[src/rtl/scp_run_ctrl.sv]
// Run controller: streams a program into IMEM, releases the core from reset,
// gates its clock enable and stops it on ECALL, cycle budget or load overflow.
module scp_run_ctrl #(
    parameter int          IMEM_DEPTH = 256,
    parameter int          ADDR_W     = 8,
    parameter int          MAX_CYCLES = 1024,
    parameter logic [31:0] HALT_INSN  = 32'h00000073
) (
    input  logic              clk,
    input  logic              reset,
    input  logic              start,
    input  logic              load_valid,
    input  logic [31:0]       load_data,
    input  logic              load_last,
    output logic              load_ready,
    output logic              imem_we,
    output logic [ADDR_W-1:0] imem_waddr,
    output logic [31:0]       imem_wdata,
    output logic              core_reset,
    output logic              core_en,
    input  logic [31:0]       instr,
    input  logic              step_mode,
    input  logic              step_req,
    output logic [31:0]       cycle_count,
    output logic [1:0]        state,
    output logic              done,
    output logic [1:0]        halt_cause
);

    typedef enum logic [1:0] {
        S_IDLE = 2'b00,
        S_LOAD = 2'b01,
        S_RUN  = 2'b10,
        S_DONE = 2'b11
    } state_t;

    localparam logic [ADDR_W-1:0] LAST_ADDR = ADDR_W'(IMEM_DEPTH - 1);
    localparam logic [32:0]       BUDGET    = 33'(MAX_CYCLES);

    state_t            state_q, state_d;
    logic [ADDR_W-1:0] ptr_q, ptr_d;
    logic [31:0]       cnt_q, cnt_d;
    logic [1:0]        cause_q, cause_d;
    logic              done_q, done_d;
    logic              core_rst_q, core_rst_d;
    logic              step_q, step_d;
    logic              hs;
    logic              releasing;
    logic              run_en;
    logic [32:0]       cnt_inc;

    always_comb begin
        state_d    = state_q;
        ptr_d      = ptr_q;
        cnt_d      = cnt_q;
        cause_d    = cause_q;
        step_d     = step_q;
        load_ready = reset && (state_q == S_LOAD);
        hs         = load_ready && load_valid;
        imem_we    = hs;
        imem_waddr = hs ? ptr_q : '0;
        imem_wdata = hs ? load_data : '0;
        // the first RUN cycle still holds the core in reset
        releasing  = (state_q == S_RUN) && core_rst_q;
        run_en     = reset && (state_q == S_RUN) && !core_rst_q
                     && (!step_q || step_req);
        core_en    = run_en;
        cnt_inc    = {1'b0, cnt_q} + 33'd1;

        unique case (state_q)
            S_IDLE, S_DONE: begin
                if (start) begin
                    state_d = S_LOAD;
                    ptr_d   = '0;
                    cnt_d   = '0;
                    cause_d = 2'b00;
                end
            end
            S_LOAD: begin
                if (hs) begin
                    if (load_last) begin
                        state_d = S_RUN;
                    end else if (ptr_q == LAST_ADDR) begin
                        state_d = S_DONE;
                        cause_d = 2'b11;
                    end else begin
                        ptr_d = ptr_q + 1'b1;
                    end
                end
            end
            S_RUN: begin
                if (releasing) begin
                    step_d = step_mode;
                end
                if (run_en) begin
                    if (cnt_q != 32'hFFFF_FFFF) begin
                        cnt_d = cnt_q + 32'd1;
                    end
                    if (instr == HALT_INSN) begin
                        state_d = S_DONE;
                        cause_d = 2'b01;
                    end else if (cnt_inc == BUDGET) begin
                        state_d = S_DONE;
                        cause_d = 2'b10;
                    end
                end
            end
            default: ;
        endcase

        done_d     = (state_d == S_DONE);
        // core leaves reset one cycle after RUN is entered and stays out in DONE
        core_rst_d = !((state_d == S_DONE)
                       || ((state_d == S_RUN) && (state_q == S_RUN)));
    end

    always_ff @(posedge clk) begin
        if (!reset) begin
            state_q    <= S_IDLE;
            ptr_q      <= '0;
            cnt_q      <= '0;
            cause_q    <= 2'b00;
            done_q     <= 1'b0;
            core_rst_q <= 1'b1;
            step_q     <= 1'b0;
        end else begin
            state_q    <= state_d;
            ptr_q      <= ptr_d;
            cnt_q      <= cnt_d;
            cause_q    <= cause_d;
            done_q     <= done_d;
            core_rst_q <= core_rst_d;
            step_q     <= step_d;
        end
    end

    assign cycle_count = cnt_q;
    assign state       = state_q;
    assign done        = done_q;
    assign halt_cause  = cause_q;
    assign core_reset  = core_rst_q;

endmodule

[config.mk]
export PLATFORM = sky130hd
export DESIGN_NAME = scp_run_ctrl
export DESIGN_NICKNAME = d
export VERILOG_FILES = /design/src/rtl/scp_run_ctrl.sv
export SDC_FILE = /design/constraint.sdc
export NUM_CORES = 1
export LEC_CHECK = 0
export ABC_AREA = 1
export BUFFER_PORTS_ARGS = -buffer_cell sky130_fd_sc_hd__buf_2
export CORE_ASPECT_RATIO = 1.75
export CORE_MARGIN = 1
export CORE_UTILIZATION = 49
export CTS_CLUSTER_DIAMETER = 100
export DETAILED_ROUTE_END_ITERATION = 10
export PLACE_DENSITY_LB_ADDON = 0.25
export SETUP_SLACK_MARGIN = 0.4
export SLEW_MARGIN = 30
export SYNTH_ARGS = -nofsm -noshare
export SYNTH_HDL_FRONTEND = slang
export SYNTH_SLANG_ARGS = --single-unit
[constraint.sdc]
create_clock -name clk -period 2.6 [get_ports clk]
set_clock_uncertainty 0.05 [all_clocks]
set_input_delay 0.39 -clock clk [delete_from_list [all_inputs] [get_ports clk]]
set_output_delay 0.39 -clock clk [all_outputs]
set_load 0.02 [all_outputs]
==> run_results.csv, run 1 <==
group,metric,value,unit
outcome,outcome,"finished clean",
floorplan,start_util,51.3,%
clock_tree,cts_inserted_buffers,5,
cells_and_area,layout_common_cells,"buf_2 (151), nand2_1 (135), inv_1 (99)",
power,power_density,1000,nW/µm²
floorplan,core_area,6910,µm²
sta,fin_crit,2.36,ns
synthesis,syn-num-nets,672,
grt,grt_overflow_total,0,
sta,min_period_over_period,90.9,%
place,placed_cell_area,4420,µm²
critical_path,worst-path-stages,19,
place,dpl.hpwl,8780,µm
clock_tree,cts_max_path_buffers,2,
cells_and_area,stdcell_area,4920,µm²
synthesis,ys_top_cells_by_area,"dfxtp_1 (27%), nand2_1 (15%), nor2_1 (11%)",
routing,vias_per_cell,5.31,
hold_path,hp-class,"in -> reg",
routing,firstDrtPassIters,6,
critical_path,crit_buf_inv,3,
synthesis,synthCells,596,
critical_path,critPathMaxStageDelay,0.39,ns
clock_tree,cts_root_buf,"clkbuf_16",
cells_and_area,seqCellArea,971,µm²
place,gp_congestion,0.960,
routing,wl_per_cell,13.8,µm
synthesis,synth_top_area_cell,"dfxtp_1",
synthesis,synth_area,3540,µm²
critical_path,crit_type,"reg -> reg",
synthesis,async_flop_share,0,%
routing,route.detailed.drc,0,
synthesis,synth_edf_count,0,
clock_tree,clkSinkCount,47,
cells_and_area,multi_input_area,2270,µm²
place,port_buffers,151,
power,max-vdd-ir-drop,0.830,mV
hold_path,worstHoldPathCells,3,
synthesis,synth_top_area_share,26.6,%
run,max_cap_viol_count,0,
synthesis,ys_warn_count,0,
floorplan,die_area,7590,µm²
power,power_leakage,2.55,nW
sta,slew_headroom,69.1,%
cells_and_area,drive_above_1_share,34.7,%
floorplan,die_y,114,µm
sta,hold_violations,0,
cells_and_area,fin_nets,839,
clock_tree,htreeDepth,2,
critical_path,end_kind,"flop",
critical_path,crit_chain,"ha_4 > nand2_4 > nor2_4 > nand2_4 > nor2_4 > buf_6 > buf_4 > nand3_2 > nand2_1 > nor2_1 > nand2_1 > nor2_2 > nand3_2 > nand4_1 > nand3_1 > nand2_1 > buf_4 > nand2_2 > nor2_1",
clock_tree,cts.clk_slew.worst_paths,0.06,ns
cells_and_area,syn_to_final_growth,38.9,%
routing,first_iter_violations,175,
critical_path,cpMostUsedCell,"nand2_1",
sta,tns,0,ns
clock_tree,clkLatencyLatePin,0.30,ns
floorplan,die_x,66.3,µm
routing,num_vias,4506,
critical_path,required,2.72,ns
critical_path,crit_fanout,5,
floorplan,io_pins,152,
routing,wirelength,11700,µm
synthesis,ys_ff_latch,47,
grt,grt_max_degree,43,
cells_and_area,nFillCells,603,
synthesis,syn_avg_cell_area,5.94,µm²
critical_path,critical-path-top-delay-family,"simple AND/OR/NAND/NOR gates",
floorplan,num_rows,40,
cells_and_area,diodes,0,
sta,tightest_slew,0.461,ns
sta,grt_setup_unrepaired,"true",
sta,slew_viol_final,0,
grt,antenna_found_initial,0,
synthesis,yosysUniqueCellTypes,32,
grt,grt_pass1_vias,4178,
critical_path,start_kind,"flop",
synthesis,synth_flop_cell,"dfxtp_1",
clock_tree,tritoncts,"done",
cells_and_area,final_util,71.2,%
grt,grt_pass1_wl,18200,µm
sta,fmax,0.423,GHz
critical_path,worst_r2r_path_depth,19,
critical_path,cp_data_arrival_time,2.48,ns
routing,ant_nets,0,
critical_path,cpMaxStageDelayCell,"dfxtp_4",
grt,gr-usage-all-layers,30.8,%
sta,setup_viol,0,
cells_and_area,layout_commonest_cell,"buf_2",
synthesis,synth-seq-area-share,26.6,%
[registers in the layout, summed over array words and instances, names as in the netlist]
signal / cells
cycle_count: 32
ptr_q: 8
halt_cause: 2
state: 2
core_reset: 1
done: 1
step_q: 1
[stage by stage]
stage / std cells / setup slack, ns / total power, mW / hold WS (ns)
floorplan: 596 / 0.402 / 3.03 / 0.380
global placement: 820 / 0.210 / 3.79 / 0.397
detailed placement: 820 / 0.192 / 3.84 / 0.404
CTS: 835 / 0.357 / 4.80 / 0.340
global route: 848 / 0.0548 / 5.30 / 0.343
finish: 848 / 0.238 / 4.94 / 0.339
[what timing repair did]
action,4_1_cts,5_1_grt
buffers inserted,7,13
hold buffers,0,0
pin swaps,5,22
gates resized for setup,22,34
endpoints found under the setup margin,32,64
[area by class of cell]
class | count | share of cell area (%)
Clock buffer | 5 | 2.54
Timing Repair Buffer | 178 | 20.0
Sequential cell | 47 | 19.7
Tap cell | 84 | 2.14
Clock inverter | 3 | 1.37
Multi-Input combinational cell | 426 | 46.1
Inverter | 105 | 8.09
[layer usage]
| metal | GRT usage [%] | vias up | routed length [µm] |
|---|---|---|---|
| li1 | - | 2212 | - |
| met5 | 0 | - | 0 |
| met2 | 57.1 | 204 | 6150 |
| met1 | 30.9 | 2045 | 4290 |
| met4 | 17.7 | 0 | 494 |
| met3 | 5.38 | 45 | 778 |
[cell families (layout without fill, tap and decap cells)]
kind of cell / count (synthesis) / after routing / share of synthesized area (%)
and+or+nand+nor: 325 / 325 / 41.9
buffers and inverters: 123 / 291 / 13.1
AOI/OAI and AO/OA: 88 / 88 / 14.8
DFF: 47 / 47 / 26.6
xor gates and xnor gates: 8 / 8 / 1.98
adders and majority gates: 5 / 5 / 1.77
[power breakdown]
part           internal (mW)  total [mW]  switching (mW)
logic                  0.987        2.78            1.80
clock network          0.551       0.846           0.295
registers              0.999        1.31           0.313
total                   2.54        4.94            2.40
[cell usage after synthesis, types with 6 or more instances]
library cell  instances
a21oi_1              41
nor2_4                7
o21ai_0               8
clkbuf_1             17
dfxtp_1              47
nor2_1              103
xor2_1                7
nand2_2               6
nand3_1              36
nand4_1               9
nand2_1             139
a211oi_1             29
inv_1               102
[tightest hold or removal path, cell delays in order]
cell and delay [ns]:
buf_2 0.07, o21ai_0 0.07, a21oi_1 0.10
[path summary, 6_finish.rpt]
kind	startpoint	end	slack (ns)
worst max-delay path	cycle_count[1]	state[0]	0.24
worst min-delay path	step_mode	step_q	0.34
worst max register to register	cycle_count[1]	state[0]	0.24
worst min register to register	step_q	step_q	0.41
Note: power is estimated with default switching activity, not from simulation.
==> inputs of run 2 (changes only) <==
- CORE_ASPECT_RATIO: 1.75 -> 2
- RECOVER_POWER: not set -> 100
==> run_results.csv, run 2 (synthesized netlist as in run 1, its figures left out) <==
group,metric,value,unit
power,power_leakage,2.29,nW
floorplan,die_x,62.1,µm
sta,setup_viol,0,
critical_path,crit_type,"reg -> out",
clock_tree,cts_root_buf,"clkbuf_16",
cells_and_area,drive_above_1_share,24.7,%
grt,gr-usage-all-layers,32.4,%
place,dpl.hpwl,9040,µm
clock_tree,cts_inserted_buffers,5,
sta,grt_setup_unrepaired,"true",
grt,grt_max_degree,43,
clock_tree,htreeDepth,2,
clock_tree,cts_max_path_buffers,2,
clock_tree,clkSinkCount,47,
outcome,outcome,"finished clean",
clock_tree,tritoncts,"done",
cells_and_area,layout_common_cells,"nand2_1 (132), inv_1 (102), nor2_1 (90)",
sta,fin_crit,2.45,ns
cells_and_area,layout_commonest_cell,"nand2_1",
sta,tightest_slew,0.579,ns
routing,vias_per_cell,5.23,
hold_path,hp-class,"in -> reg",
grt,grt_overflow_total,0,
routing,wirelength,12200,µm
power,max-vdd-ir-drop,0.707,mV
routing,ant_nets,0,
critical_path,end_kind,"output port",
floorplan,num_rows,43,
floorplan,start_util,51.0,%
cells_and_area,largest_reg_flops,32,
floorplan,core_area,6940,µm²
sta,tns,0,ns
routing,wl_per_cell,14.2,µm
critical_path,start_kind,"flop",
place,gp_congestion,0.928,
sta,holdWs,0.332,ns
floorplan,die_y,122,µm
sta,min_period_over_period,94.3,%
grt,grt_pass1_vias,4240,
critical_path,cp_data_arrival_time,2.01,ns
grt,antenna_found_initial,0,
floorplan,io_pins,152,
routing,first_iter_violations,253,
critical_path,crit_fanout,4,
grt,grt_pass1_wl,19300,µm
power,power_density,998,nW/µm²
routing,route.detailed.drc,0,
run,max_cap_viol_count,0,
place,dp.cells,828,
routing,num_vias,4497,
critical_path,required,2.16,ns
sta,slew_viol_final,0,
cells_and_area,fin_nets,845,
sta,hold_violations,0,
floorplan,die_area,7590,µm²
clock_tree,clkLatencyLatePin,0.30,ns
cells_and_area,diodes,0,
routing,firstDrtPassIters,7,
sta,fmax,0.408,GHz
cells_and_area,syn_to_final_growth,36.9,%
clock_tree,cts.clk_slew.worst_paths,0.06,ns
cells_and_area,final_cells,860,
sta,slew_headroom,61.1,%
place,port_buffers,151,
-- run 2: cell type report --
type | instances | area, µm²
flip-flops and latches | 47 | 970
multi-input cells | 426 | 2270
inverters | 105 | 394
clock inverters | 3 | 67.6
fillers | 672 | 2090
repair buffers | 184 | 915
clock buffers | 5 | 125
well taps | 90 | 113
-- run 2: power breakdown --
part           switching, mW  internal (mW)  total [mW]
clock network          0.299          0.551       0.850
logic                   1.82          0.867        2.68
registers              0.306           1.00        1.31
total                   2.42           2.42        4.84
-- run 2: final timing paths --
| check | startpoint | endpoint | slack [ns] | cells past startpoint |
|---|---|---|---|---|
| setup / recovery | state[0] | core_en | 0.15 | 6 |
| hold / removal | step_mode | step_q | 0.33 | 3 |
| setup reg to reg | state[0] | cycle_count[16] | 0.17 | 10 |
| hold reg to reg | step_q | step_q | 0.40 | 2 |
-- run 2: metal layers --
metal	vias up	global-route usage, %	wire, µm	share of wire (%)
li1	2230	-	-	-
met1	2004	30.8	4200	34
met2	203	63.0	6530	53
met3	60	4.74	694	5.7
met4	0	21.7	820	6.7
met5	-	0	0	0
-- run 2: per-stage QoR --
stage | setup slack [ns] | area, µm² | power [mW] | util, %
after global placement | 0.0943 | 4440 | 3.83 | 64.0
after floorplan | 0.402 | 3560 | 3.03 | -
after CTS | 0.353 | 4880 | 4.88 | 70.3
final | 0.148 | 4850 | 4.84 | 69.9
after detailed placement | 0.0560 | 4440 | 3.87 | 64.0
after global routing | 0.0936 | 4850 | 5.20 | 69.9
-- run 2: worst max-delay path, stage by stage (launching register included) --
cell and delay, ns:
dfxtp_1 0.33, inv_1 0.12, ha_1 0.20, inv_1 0.11, nor4_1 0.51, clkbuf_1 0.24
buf_2 0.21
-- run 2: repair_timing --
item,in CTS,in global routing
pin swaps,25,16
hold buffers,0,0
gates cloned,0,1
endpoints found under the setup margin,34,76
gates resized for setup,34,33
buffers inserted,18,5
